### src/rtl/band_energy_if.sv
// band_energy_if: power-bin stream in, scaled band energies out with valid/ready
interface band_energy_if #(parameter int NUM_BANDS = 8, parameter int OUT_W = 32);
  logic [31:0] pow_in;
  logic pow_valid, frame_start, band_valid, band_ready, frame_done, overrun;
  logic [OUT_W-1:0] band_out;
  logic [$clog2(NUM_BANDS)-1:0] band_idx;
  modport master(output pow_in, pow_valid, frame_start, band_ready,
                 input band_out, band_idx, band_valid, frame_done, overrun);
  modport slave(input pow_in, pow_valid, frame_start, band_ready,
                output band_out, band_idx, band_valid, frame_done, overrun);
endinterface

### src/rtl/band_energy_accum.sv
// band_energy_accum: sums clamped power bins into equal-width bands and emits scaled band energies
module band_energy_accum #(
  parameter int NUM_BANDS = 8,
  parameter int BINS_PER_BAND = 16,
  parameter int ACC_W = 40,
  parameter int SHIFT = 4,
  parameter int OUT_W = 32
) (
  input logic clk,
  input logic rst,
  band_energy_if.slave bus
);
  localparam int BCW = $clog2(BINS_PER_BAND);
  localparam int IW = $clog2(NUM_BANDS);
  localparam int WW = ACC_W > OUT_W ? ACC_W : OUT_W;
  logic [ACC_W-1:0] acc, smp, sum, shifted;
  logic [ACC_W:0] raw;
  logic [WW-1:0] wide;
  logic [OUT_W-1:0] res;
  logic [BCW-1:0] bin_cnt;
  logic [IW-1:0] band_cnt;
  logic last, last_band, complete, free;
  always_comb begin
    smp = bus.pow_in[31] ? '0 : ACC_W'(bus.pow_in);
    raw = {1'b0, acc} + {1'b0, smp};
    sum = raw[ACC_W] ? '1 : raw[ACC_W-1:0];
    shifted = sum >> SHIFT;
    wide = WW'(shifted);
    res = wide > WW'({OUT_W{1'b1}}) ? '1 : OUT_W'(wide);
    last = bin_cnt == BCW'(BINS_PER_BAND - 1);
    last_band = band_cnt == IW'(NUM_BANDS - 1);
    complete = bus.pow_valid && !bus.frame_start && last;
    free = !bus.band_valid || bus.band_ready;
  end
  always_ff @(posedge clk) begin
    if (rst) begin
      acc <= '0;
      bin_cnt <= '0;
      band_cnt <= '0;
      bus.band_out <= '0;
      bus.band_idx <= '0;
      bus.band_valid <= 1'b0;
      bus.frame_done <= 1'b0;
      bus.overrun <= 1'b0;
    end else begin
      if (bus.frame_start) begin
        acc <= bus.pow_valid ? smp : '0;
        bin_cnt <= bus.pow_valid ? BCW'(1) : '0;
        band_cnt <= '0;
      end else if (bus.pow_valid) begin
        acc <= last ? '0 : sum;
        bin_cnt <= last ? '0 : bin_cnt + BCW'(1);
        if (last) band_cnt <= last_band ? '0 : band_cnt + IW'(1);
      end
      bus.frame_done <= complete && free && last_band;
      // a completed band either takes the free holding register or is lost
      if (complete && free) begin
        bus.band_out <= res;
        bus.band_idx <= band_cnt;
        bus.band_valid <= 1'b1;
      end else if (complete) bus.overrun <= 1'b1;
      else if (bus.band_ready) bus.band_valid <= 1'b0;
    end
  end
endmodule

### src/flat_wrapper.sv
// flat-port wrapper written by rule: the top's interface ports become plain ports
module band_energy_accum_flat 
#(
  parameter int NUM_BANDS = 8,
  parameter int BINS_PER_BAND = 16,
  parameter int ACC_W = 40,
  parameter int SHIFT = 4,
  parameter int OUT_W = 32
)
  (clk, rst, bus_pow_in, bus_pow_valid, bus_frame_start, bus_band_ready, bus_band_out, bus_band_idx, bus_band_valid, bus_frame_done, bus_overrun);
  band_energy_if #(.NUM_BANDS(NUM_BANDS), .OUT_W(OUT_W)) bus_i ();
  input logic clk;
  input logic rst;
  input wire logic [$bits(bus_i.pow_in)-1:0] bus_pow_in;
  input wire logic [$bits(bus_i.pow_valid)-1:0] bus_pow_valid;
  input wire logic [$bits(bus_i.frame_start)-1:0] bus_frame_start;
  input wire logic [$bits(bus_i.band_ready)-1:0] bus_band_ready;
  output wire logic [$bits(bus_i.band_out)-1:0] bus_band_out;
  output wire logic [$bits(bus_i.band_idx)-1:0] bus_band_idx;
  output wire logic [$bits(bus_i.band_valid)-1:0] bus_band_valid;
  output wire logic [$bits(bus_i.frame_done)-1:0] bus_frame_done;
  output wire logic [$bits(bus_i.overrun)-1:0] bus_overrun;
  assign bus_i.pow_in = bus_pow_in;
  assign bus_i.pow_valid = bus_pow_valid;
  assign bus_i.frame_start = bus_frame_start;
  assign bus_i.band_ready = bus_band_ready;
  assign bus_band_out = bus_i.band_out;
  assign bus_band_idx = bus_i.band_idx;
  assign bus_band_valid = bus_i.band_valid;
  assign bus_frame_done = bus_i.frame_done;
  assign bus_overrun = bus_i.overrun;
  band_energy_accum #(.NUM_BANDS(NUM_BANDS), .BINS_PER_BAND(BINS_PER_BAND), .ACC_W(ACC_W), .SHIFT(SHIFT), .OUT_W(OUT_W)) u_core (.clk(clk), .rst(rst), .bus(bus_i));
endmodule
### config.mk
export PLATFORM = sky130hd
export DESIGN_NAME = band_energy_accum_flat
export DESIGN_NICKNAME = d
export VERILOG_FILES = /design/src/rtl/band_energy_if.sv /design/src/rtl/band_energy_accum.sv /design/src/flat_wrapper.sv
export SDC_FILE = /design/constraint.sdc
export NUM_CORES = 1
export LEC_CHECK = 0
export ABC_AREA = 1
export CAP_MARGIN = 10
export CORE_UTILIZATION = 59
export DETAILED_ROUTE_END_ITERATION = 7
export DONT_BUFFER_PORTS = 1
export HOLD_SLACK_MARGIN = 0.1
export PLACE_DENSITY_LB_ADDON = 0.1
export RECOVER_POWER = 50
export SLEW_MARGIN = 40
export SYNTH_ARGS = -nofsm -noshare
export SYNTH_HDL_FRONTEND = slang
export SYNTH_SLANG_ARGS = --single-unit
### constraint.sdc
create_clock -name clk -period 2.9 [get_ports clk]
set_input_delay 0.58 -clock clk [delete_from_list [all_inputs] [get_ports clk]]
set_output_delay 0.58 -clock clk [all_outputs]
set_load 0.005 [all_outputs]
==> summary.md, run 1 <==
| Metric | Value |
|---|---|
| Outcome | finished with violations |
| Violated checks | capacitance limit, slew limit |
| DR vias | ~8500 |
| Initial antenna violation count | 0 |
| Setup violations, final | 0 |
| Core area | 12000 um^2 |
| First-pass GRT wire length | 37800 um |
| Pre-CTS WS | -0.111 ns |
| WP data arrival | between 2 and 3 ns |
| Slowest cell on crit path | dfxtp_1 |
| Post-synthesis cell area | 7290 um^2 |
| WHS | 0.287 ns |
| VDD IR max | between 0.3 and 0.4 mV |
| Most Crowded Layer GR | met2 |
| Most numerous cell on the critical path | nand2_1 |
| Reg clk slew, reported paths | roughly 0.060 ns |
| Mapped Nets | 1355 |
| Final TNS setup | 0 ns |
| GR Util met3 | 5.46% |
| CTS buffer count | 9 |
| Seq/Total Area, Yosys | a little under a quarter |
| Layout area overhead | 20.5% |
| CTS max path bufs | 2 |
| Final wirelength | around 23000 um |
| Yosys top cell area share | 25.4% |
| Worst min-delay path class | in -> reg |
| Post-route ant nets | 0 |
| Yosys reg bits | 85 |
| Overflow after GRT | 0 |
| Number of I/O pins | 75 |
| Fin nets | 1457 |
| Max_cap viols | 1 |
| Grt met2 use | about three fifths |
| Routed wire per std cell | 15.1 um |
| RSZ-0062 raised after global routing | no |
| Vias in the first global route | 7758 |
| Fillers | 1103 |
| TritonRoute pass-1 iters | 5 |
| Worst setup SP type | flip-flop |
| Ratio of cells with drive above 1 in the final layout | 15.9% |
| Pwr Density | 343 nW/um^2 |
| Count of input and output buffers | 0 |
| Drt drc | 0 |
| Initial core utilization | around three fifths |
| CP bufs+invs | 4 |
| Average footprint of a synthesized cell | 5.61 um^2 |
| Num Clock Sinks | 85 |
| Ant diodes | 0 |
| Max_slew headroom | -48.0% |
| CP Max Fanout | 24 |
| Min Clock Period, post-route | between 2 and 3 ns |
| Post-synth EDFFs | 0 |
| DP HPWL | about 18000 um |
| Post-route setup slack | 0.203 ns |
| CTS Root Cell | clkbuf_16 |
| Fin Clk Skew | roughly 0.010 ns |
| Critical path cell sequence | ha_4 -> inv_2 -> fa_2 -> inv_1 -> nand2_1 -> nand2_1 -> nand2_1 -> nand2_2 -> nand2_1 -> nand2_2 -> nand4_1 -> nand3_1 -> nand2_1 -> nand3_1 -> nand3_2 -> nor2_4 -> buf_12 -> nand3_2 -> nand2_1 -> inv_1 |
| GR Util met1 | between 50% and 60% |
| Vias per cell | between 5 and 6 |
| Ys async rst share | 0% |
| Dominant synthesized flop cell | dfxtp_1 |
| Max frequency | 371 MHz |
| Worst endpoint required time | 3.15 ns |
| Area contributors post-synth | nand2_1, dfxtp_1, inv_1, nand3_1, a21oi_1 |
| Yosys synthesis warning count | 0 |
| Largest net degree at the start of global routing | between 40 and 50 |
| Setup crit end kind | flip-flop |
| Slew Viols, Final | 44 |
| Die area | about 13000 um^2 |
| Worst slew pin tran | around 2.2 ns |
| Die Ht | ~110 um |
| CP top delay family | simple AND/OR/NAND/NOR gates |
| Clk_lat worst skew | between 0.3 and 0.4 ns |
| Worst Setup Path Type | reg -> reg |
| Largest area contributor in the netlist | nand2_1 |
| Gr usage total | 37.6% |
| Postcts setup bufs | 0 |
| Maximum single-stage delay on the critical path | 0.39 ns |
| # rows | 40 |
| Final clock period utilization by the worst path | 93.0% |
| CTS tree | done |
| Final GP Congestion | 1.03 |
| Synthesized instance count | around 1300 |
| Endpoints failing hold | 0 |
| P_leak | between 4 and 5 nW |
| H-tree levels | 3 |
| DR iter-0 viols | 804 |
| Post-synth cell types | 33 |
| Die width | 113 um |
-- worst paths after layout --
check,startpoint,endpoint,slack (ns),depth (start not counted)
worst max-delay path,u_core.acc[0]$_SDFFE_PP0P_,u_core.bus.band_out[30]$_SDFFE_PP0P_,0.20,20
worst min-delay path,rst,u_core.bus.band_valid$_SDFFE_PP0P_,0.29,1
worst max register to register,u_core.acc[0]$_SDFFE_PP0P_,u_core.bus.band_out[30]$_SDFFE_PP0P_,0.20,20
worst min register to register,u_core.bin_cnt[3]$_SDFFE_PP0P_,u_core.bin_cnt[3]$_SDFFE_PP0P_,0.47,2
-- routing by layer --
layer,vias up,wire length (um)
met5,-,0
met4,0,651
met3,42,1860
met2,351,10500
met1,3801,10400
li1,4296,-
-- timing repair --
action	CTS	global route
resized for setup	0	1
setup endpoints to repair	0	1
hold buffers	0	0
-- worst reg2reg max path, delay by kind of cell, from the launching register on --
| kind | cells | cell delay [ns] |
|---|---|---|
| flip-flops | 1 | 0.39 |
| buffers and inverters | 4 | 0.32 |
| AND/OR/NAND/NOR | 14 | 1.37 |
| adder cells (fa/ha/maj) | 2 | 0.52 |
-- cell type report --
cell class	count	area [um^2]	share of cell area (%)
Clock buffer	9	225	2.56
Clock inverter	7	80.1	0.911
Inverter	179	688	7.83
Multi-Input combinational cell	989	4820	54.8
Sequential cell	85	1700	19.4
Tap cell	147	184	2.09
Timing Repair Buffer	137	1090	12.4
-- synth_stat cells, types with 5 or more instances --
cell,number
nand2_1,493
inv_1,172
nand3_1,126
nor2_1,105
a21oi_1,95
dfxtp_1,85
o21a_1,36
o21ai_0,30
clkbuf_1,29
nor3_1,19
ha_1,18
nand3_2,17
nand4_1,17
buf_6,13
nand2_2,7
inv_2,5
-- power breakdown --
part	switching, mW	internal [mW]
registers	0.0231	1.19
clock network	0.532	0.680
logic	0.359	0.231
total	0.915	2.10
-- sequential cells by signal, indices dropped and copies added (netlist names) --
signal	count
u_core.band_cnt	3
u_core.bus.band_idx	3
u_core.bus.overrun	1
u_core.acc	40
u_core.bin_cnt	4
u_core.bus.band_valid	1
u_core.bus.band_out	32
u_core.bus.frame_done	1
-- through the flow --
stage          utilization (%)  total power [mW]  cell area [um^2]  instances
3_5_place_dp              70.8              1.82              8510       1537
3_3_place_gp              70.8              1.81              8510       1537
2_1_floorplan                -              1.63              7500       1299
4_1_cts                   73.4              3.02              8810       1553
5_1_grt                   73.1              3.15              8790       1553
6_report                  73.1              3.02              8790       1553
-- cells in the final DEF, fill, tap and decap left out, types with 2 or more instances in the layout --
cell type  Yosys  final
nand3_1      126    112
o21bai_1       4      3
nor3_1        19     19
o21a_1        36     36
nor2_4         2      2
inv_2          5      7
buf_4          1    127
inv_6          0      2
nand2_2        7     13
nand3_2       17     31
buf_12         0      6
ha_1          18     14
clkinv_1       2      2
nand2_1      493    486
o21ai_0       30     30
clkbuf_16      0      9
inv_1        172    169
dfxtp_1       85     85
clkbuf_1      29      3
xor2_1         4      4
a21oi_1       95     91
nand4_1       17     17
ha_4           0      4
xnor2_1        3      3
nor2_2         4      5
a21oi_2        1      5
nor2_1       105    104
-- cells by family after synthesis --
| logic type | share of synthesized area [%] |
|---|---|
| AOI/OAI and AO/OA | 13.3 |
| xor gates and xnor gates | 0.841 |
| adders and majority gates | 3.36 |
| buffers and inverters | 13.0 |
| DFF | 23.3 |
| and+or+nand+nor | 46.2 |
Power figures use the tool's default switching activity.
==> inputs of run 2 (changes only) <==
--- a/config.mk
+++ b/config.mk
@@ -7,13 +7,13 @@
 export LEC_CHECK = 0
 export ABC_AREA = 1
 export CAP_MARGIN = 10
-export CORE_UTILIZATION = 59
+export CORE_UTILIZATION = 63
 export DETAILED_ROUTE_END_ITERATION = 7
 export DONT_BUFFER_PORTS = 1
 export HOLD_SLACK_MARGIN = 0.1
 export PLACE_DENSITY_LB_ADDON = 0.1
 export RECOVER_POWER = 50
-export SLEW_MARGIN = 40
+export SLEW_MARGIN = 20
 export SYNTH_ARGS = -nofsm -noshare
 export SYNTH_HDL_FRONTEND = slang
 export SYNTH_SLANG_ARGS = --single-unit
==> constraint.sdc (replaced) <==
create_clock -name clk -period 3.06 [get_ports clk]
set_input_delay 0.612 -clock clk [delete_from_list [all_inputs] [get_ports clk]]
set_output_delay 0.612 -clock clk [all_outputs]
set_load 0.005 [all_outputs]
==> run 2 against run 1 <==
  * The run still ends with capacitance limit, slew limit left
  * Routed wire length grew 0.64%
  * Clock power grew 8%
  * Setup slack lost 0.0026 ns
  * Cell count shrank 2.1%
  * Register-to-register slack gained 0.12 ns
  * Total power is essentially flat
  * Critical endpoint is now u_core.bus.band_out[18]$_SDFFE_PP0P_
  * Largest power group is now clock
==> summary.md, run 2 (synthesis results as in run 1) <==
| Metric | Value |
|---|---|
| Outcome | finished with violations |
| Violated checks | capacitance limit, slew limit |
| Post-Place Cells | 1505 (-2.1%) |
| CTS max path bufs | 2 (unchanged) |
| Layout Utilization | 76.4% (+3.3 points) |
| Final clock period utilization by the worst path | between 90% and 100% |
| Clk_lat worst skew | 0.36 ns (about the same) |
| Int Pwr | 2.16 mW (+2.7%) |
| Pwr Density | 356 nW/um^2 (+3.7%) |
| Post-route ant nets | 0 (unchanged) |
| DR iter-0 viols | 1078 (+34%) |
| Setup violations, final | 0 (unchanged) |
| Min Clock Period, post-route | between 2 and 3 ns |
| DR vias | 8626 (+1.6%) |
| CTS buffer count | 9 (unchanged) |
| Sw Pwr | 0.857 mW (-6.3%) |
| Num Clock Sinks | 85 (unchanged) |
| Setup crit end kind | flip-flop |
| Vias in the first global route | 7548 (-2.7%) |
| Initial antenna violation count | 0 (unchanged) |
| Worst setup SP type | primary input |
| Die Ht | 110 um (-3.2%) |
| Ratio of cells with drive above 1 in the final layout | 12.0% (-3.8 points) |
| Slew Viols, Final | 44 (unchanged) |
| Routed wire per std cell | 15.5 um (+2.8%) |
| P_leak | 4.52 nW (-3.3%) |
| RR Endpoint | u_core.bus.band_out[0]$_SDFFE_PP0P_ |
| Final wirelength | 23500 um (+0.64%) |
| Pre-CTS WS | -0.107 ns (+0.00380 ns) |
| WP data arrival | 3.11 ns (+0.16 ns) |
| # rows | 38 (-5.0%) |
| Ant diodes | 0 (unchanged) |
| Hold Crit Depth | 1 (unchanged) |
| Max_slew headroom | -42.7% (+5.3 points) |
| Max_cap viols | 1 (unchanged) |
| Sw frac | 28.4% (-1.9 points) |
| H-tree levels | 3 (unchanged) |
| Fin Clk Skew | 0.0154 ns (+0.00529 ns) |
| Final GP Congestion | 1.06 (+2.9%) |
| Most frequent cells in the layout | nand2_1, inv_1, nand3_1, nor2_1, buf_4 |
| Slowest cell on crit path | ha_1 |
| CP top delay family | simple AND/OR/NAND/NOR gates |
| CP bufs+invs | 7 (+3) |
| Clock power frac | 43.4% (+3.2 points) |
| Largest net degree at the start of global routing | 47 (unchanged) |
| Post-route setup slack | 0.201 ns (-0.00258 ns) |
| Largest Register | u_core.acc |
| Combinational share of power | 18.4% (-1.1 points) |
| CTS tree | done |
| First-pass GRT wire length | 36600 um (-3.3%) |
| Endpoints failing hold | 0 (unchanged) |
| Die width | 110 um (-3.2%) |
| Reg2Reg Depth | 20 (unchanged) |
| Fin nets | 1433 (-1.6%) |
| Vias per cell | 5.67 (+3.7%) |
| CP Max Fanout | 13 (-46%) |
| Flop-to-flop setup slack | 0.32 ns (+0.12 ns) |
| Worst min-delay path class | in -> reg |
| Fin cells | 1521 (-2.1%) |
| Maximum single-stage delay on the critical path | 0.30 ns (-0.09 ns) |
| VDD IR max | 0.599 mV (+95%) |
| Die area | 12000 um^2 (-6.2%) |
| Drt drc | 0 (unchanged) |
| CTS Root Cell | clkbuf_16 |
| TritonRoute pass-1 iters | 6 (+1) |
| Worst slew pin tran | 2.14 ns (-0.0801 ns) |
| Critical path cell sequence | inv_2 -> buf_12 -> nand2_1 -> inv_1 -> ha_1 -> a21oi_1 -> inv_1 -> nand2_1 -> nand2_1 -> a21oi_2 -> nand3_1 -> a21oi_4 -> buf_4 -> buf_4 -> nand3_1 -> nor2_1 -> nand3_1 -> nand2_1 -> inv_1 |
| Overflow after GRT | 0 (unchanged) |
| Gr usage total | 39.9% (+2.3 points) |
| Most numerous cell on the critical path | nand2_1 |
| Worst endpoint required time | 3.31 ns (+0.16 ns) |
| Worst Setup Path Type | in -> reg |
| Reg clk slew, reported paths | 0.06 ns (about the same) |
| Number of I/O pins | 75 (unchanged) |
| WHS Endpoint | u_core.acc[1]$_SDFFE_PP0P_ |
| GR Util met3 | 7.41% (+1.9 points) |
| Grt met2 use | 64.1% (+3.1 points) |
| Core area | 11100 um^2 (-7.8%) |
| Hold path start | rst |
| Layout area overhead | 16.1% |
| Initial core utilization | 65.8% (+5.1 points) |
| Top flop regs | u_core.acc: 40 flops, u_core.bus.band_out: 32 flops, u_core.bin_cnt: 4 flops |
| RSZ-0062 raised after global routing | no |
| Count of input and output buffers | 0 (unchanged) |
| Most Crowded Layer GR | met2 |
| Max frequency | approximately 350 MHz |
| GR Util met1 | 53.4% (+2.8 points) |
| DP HPWL | 18100 um (-0.89%) |
| Worst r2r src | u_core.acc[0]$_SDFFE_PP0P_ |
| Max reg flops | 40 (unchanged) |
| Commonest non-fill, non-tap cell in the layout | nand2_1 |
| Seq pwr share | 38.2% (-2.1 points) |
run 2: how the worst max path moves through the flow:
| stage | from | end | slack [ns] | cells after the start |
|---|---|---|---|---|
| 2_1_floorplan | bus_pow_in[31] | u_core.bus.band_out[7]$_SDFFE_PP0P_ | 0.007 | 20 |
| 3_3_place_gp | bus_pow_in[31] | u_core.bus.band_out[11]$_SDFFE_PP0P_ | -0.07 | 23 |
| 3_5_place_dp | bus_pow_in[31] | u_core.bus.band_out[12]$_SDFFE_PP0P_ | -0.11 | 23 |
| 4_1_cts | bus_pow_in[31] | u_core.bus.band_out[0]$_SDFFE_PP0P_ | 0.20 | 23 |
| 5_1_grt | bus_pow_in[31] | u_core.bus.band_out[5]$_SDFFE_PP0P_ | 0.01 | 23 |
| 6_report | bus_pow_in[31] | u_core.bus.band_out[18]$_SDFFE_PP0P_ | 0.20 | 19 |
run 2: per-stage QoR:
step | hold slack [ns] | power (mW) | cell area [um^2] | TNS (ns)
CTS | 0.316 | 3.00 | 8480 | 0
global placement | 0.447 | 1.70 | 8130 | -0.976
detailed placement | 0.454 | 1.71 | 8130 | -2.48
floorplan | 0.445 | 1.53 | 7310 | 0
global route | 0.320 | 3.10 | 8460 | 0
finish | 0.324 | 3.02 | 8460 | 0
run 2: per-layer routing:
metal | wire length, um | up-vias
li1 | - | 4256
met1 | 9980 | 3834
met2 | 10300 | 480
met3 | 2620 | 56
met4 | 651 | 0
met5 | 0 | -
run 2: layout make-up:
cell class                      count  area [um^2]
Clock buffer                       10          239
Fill cell                         949         2610
Clock inverter                      5          108
Sequential cell                    85         1700
Timing Repair Buffer              113          912
Multi-Input combinational cell    989         4660
Inverter                          179          672
Tap cell                          140          175
run 2: worst register-to-register path, cell delays in order (launching register included):
cell and delay, ns:
dfxtp_1 0.35, ha_1 0.20, inv_1 0.06, fa_2 0.34, inv_1 0.06, nand2_1 0.04, nand2_1 0.07, nand2_1 0.07
nand2_2 0.10, nand2_1 0.07, nand2_2 0.10, nand4_1 0.16, nand3_1 0.16, nand2_1 0.10, nand3_1 0.09, nand3_2 0.11
nor2_4 0.14, buf_12 0.18, nand3_1 0.13, nand2_1 0.09, inv_1 0.04
run 2: power groups by stage:
stage	logic [mW]	clock network [mW]	registers (mW)
5_1_grt	0.608	1.34	1.15
2_1_floorplan	0.361	0	1.17
6_report	0.556	1.31	1.15
4_1_cts	0.541	1.31	1.15
3_5_place_dp	0.535	0	1.17
3_3_place_gp	0.527	0	1.17
run 2: repair_timing:
item | 4_1_cts | 5_1_grt
endpoints found under the setup margin | 0 | 24
hold buffers | 0 | 0
gates resized for setup | 0 | 1
buffers inserted | 0 | 1
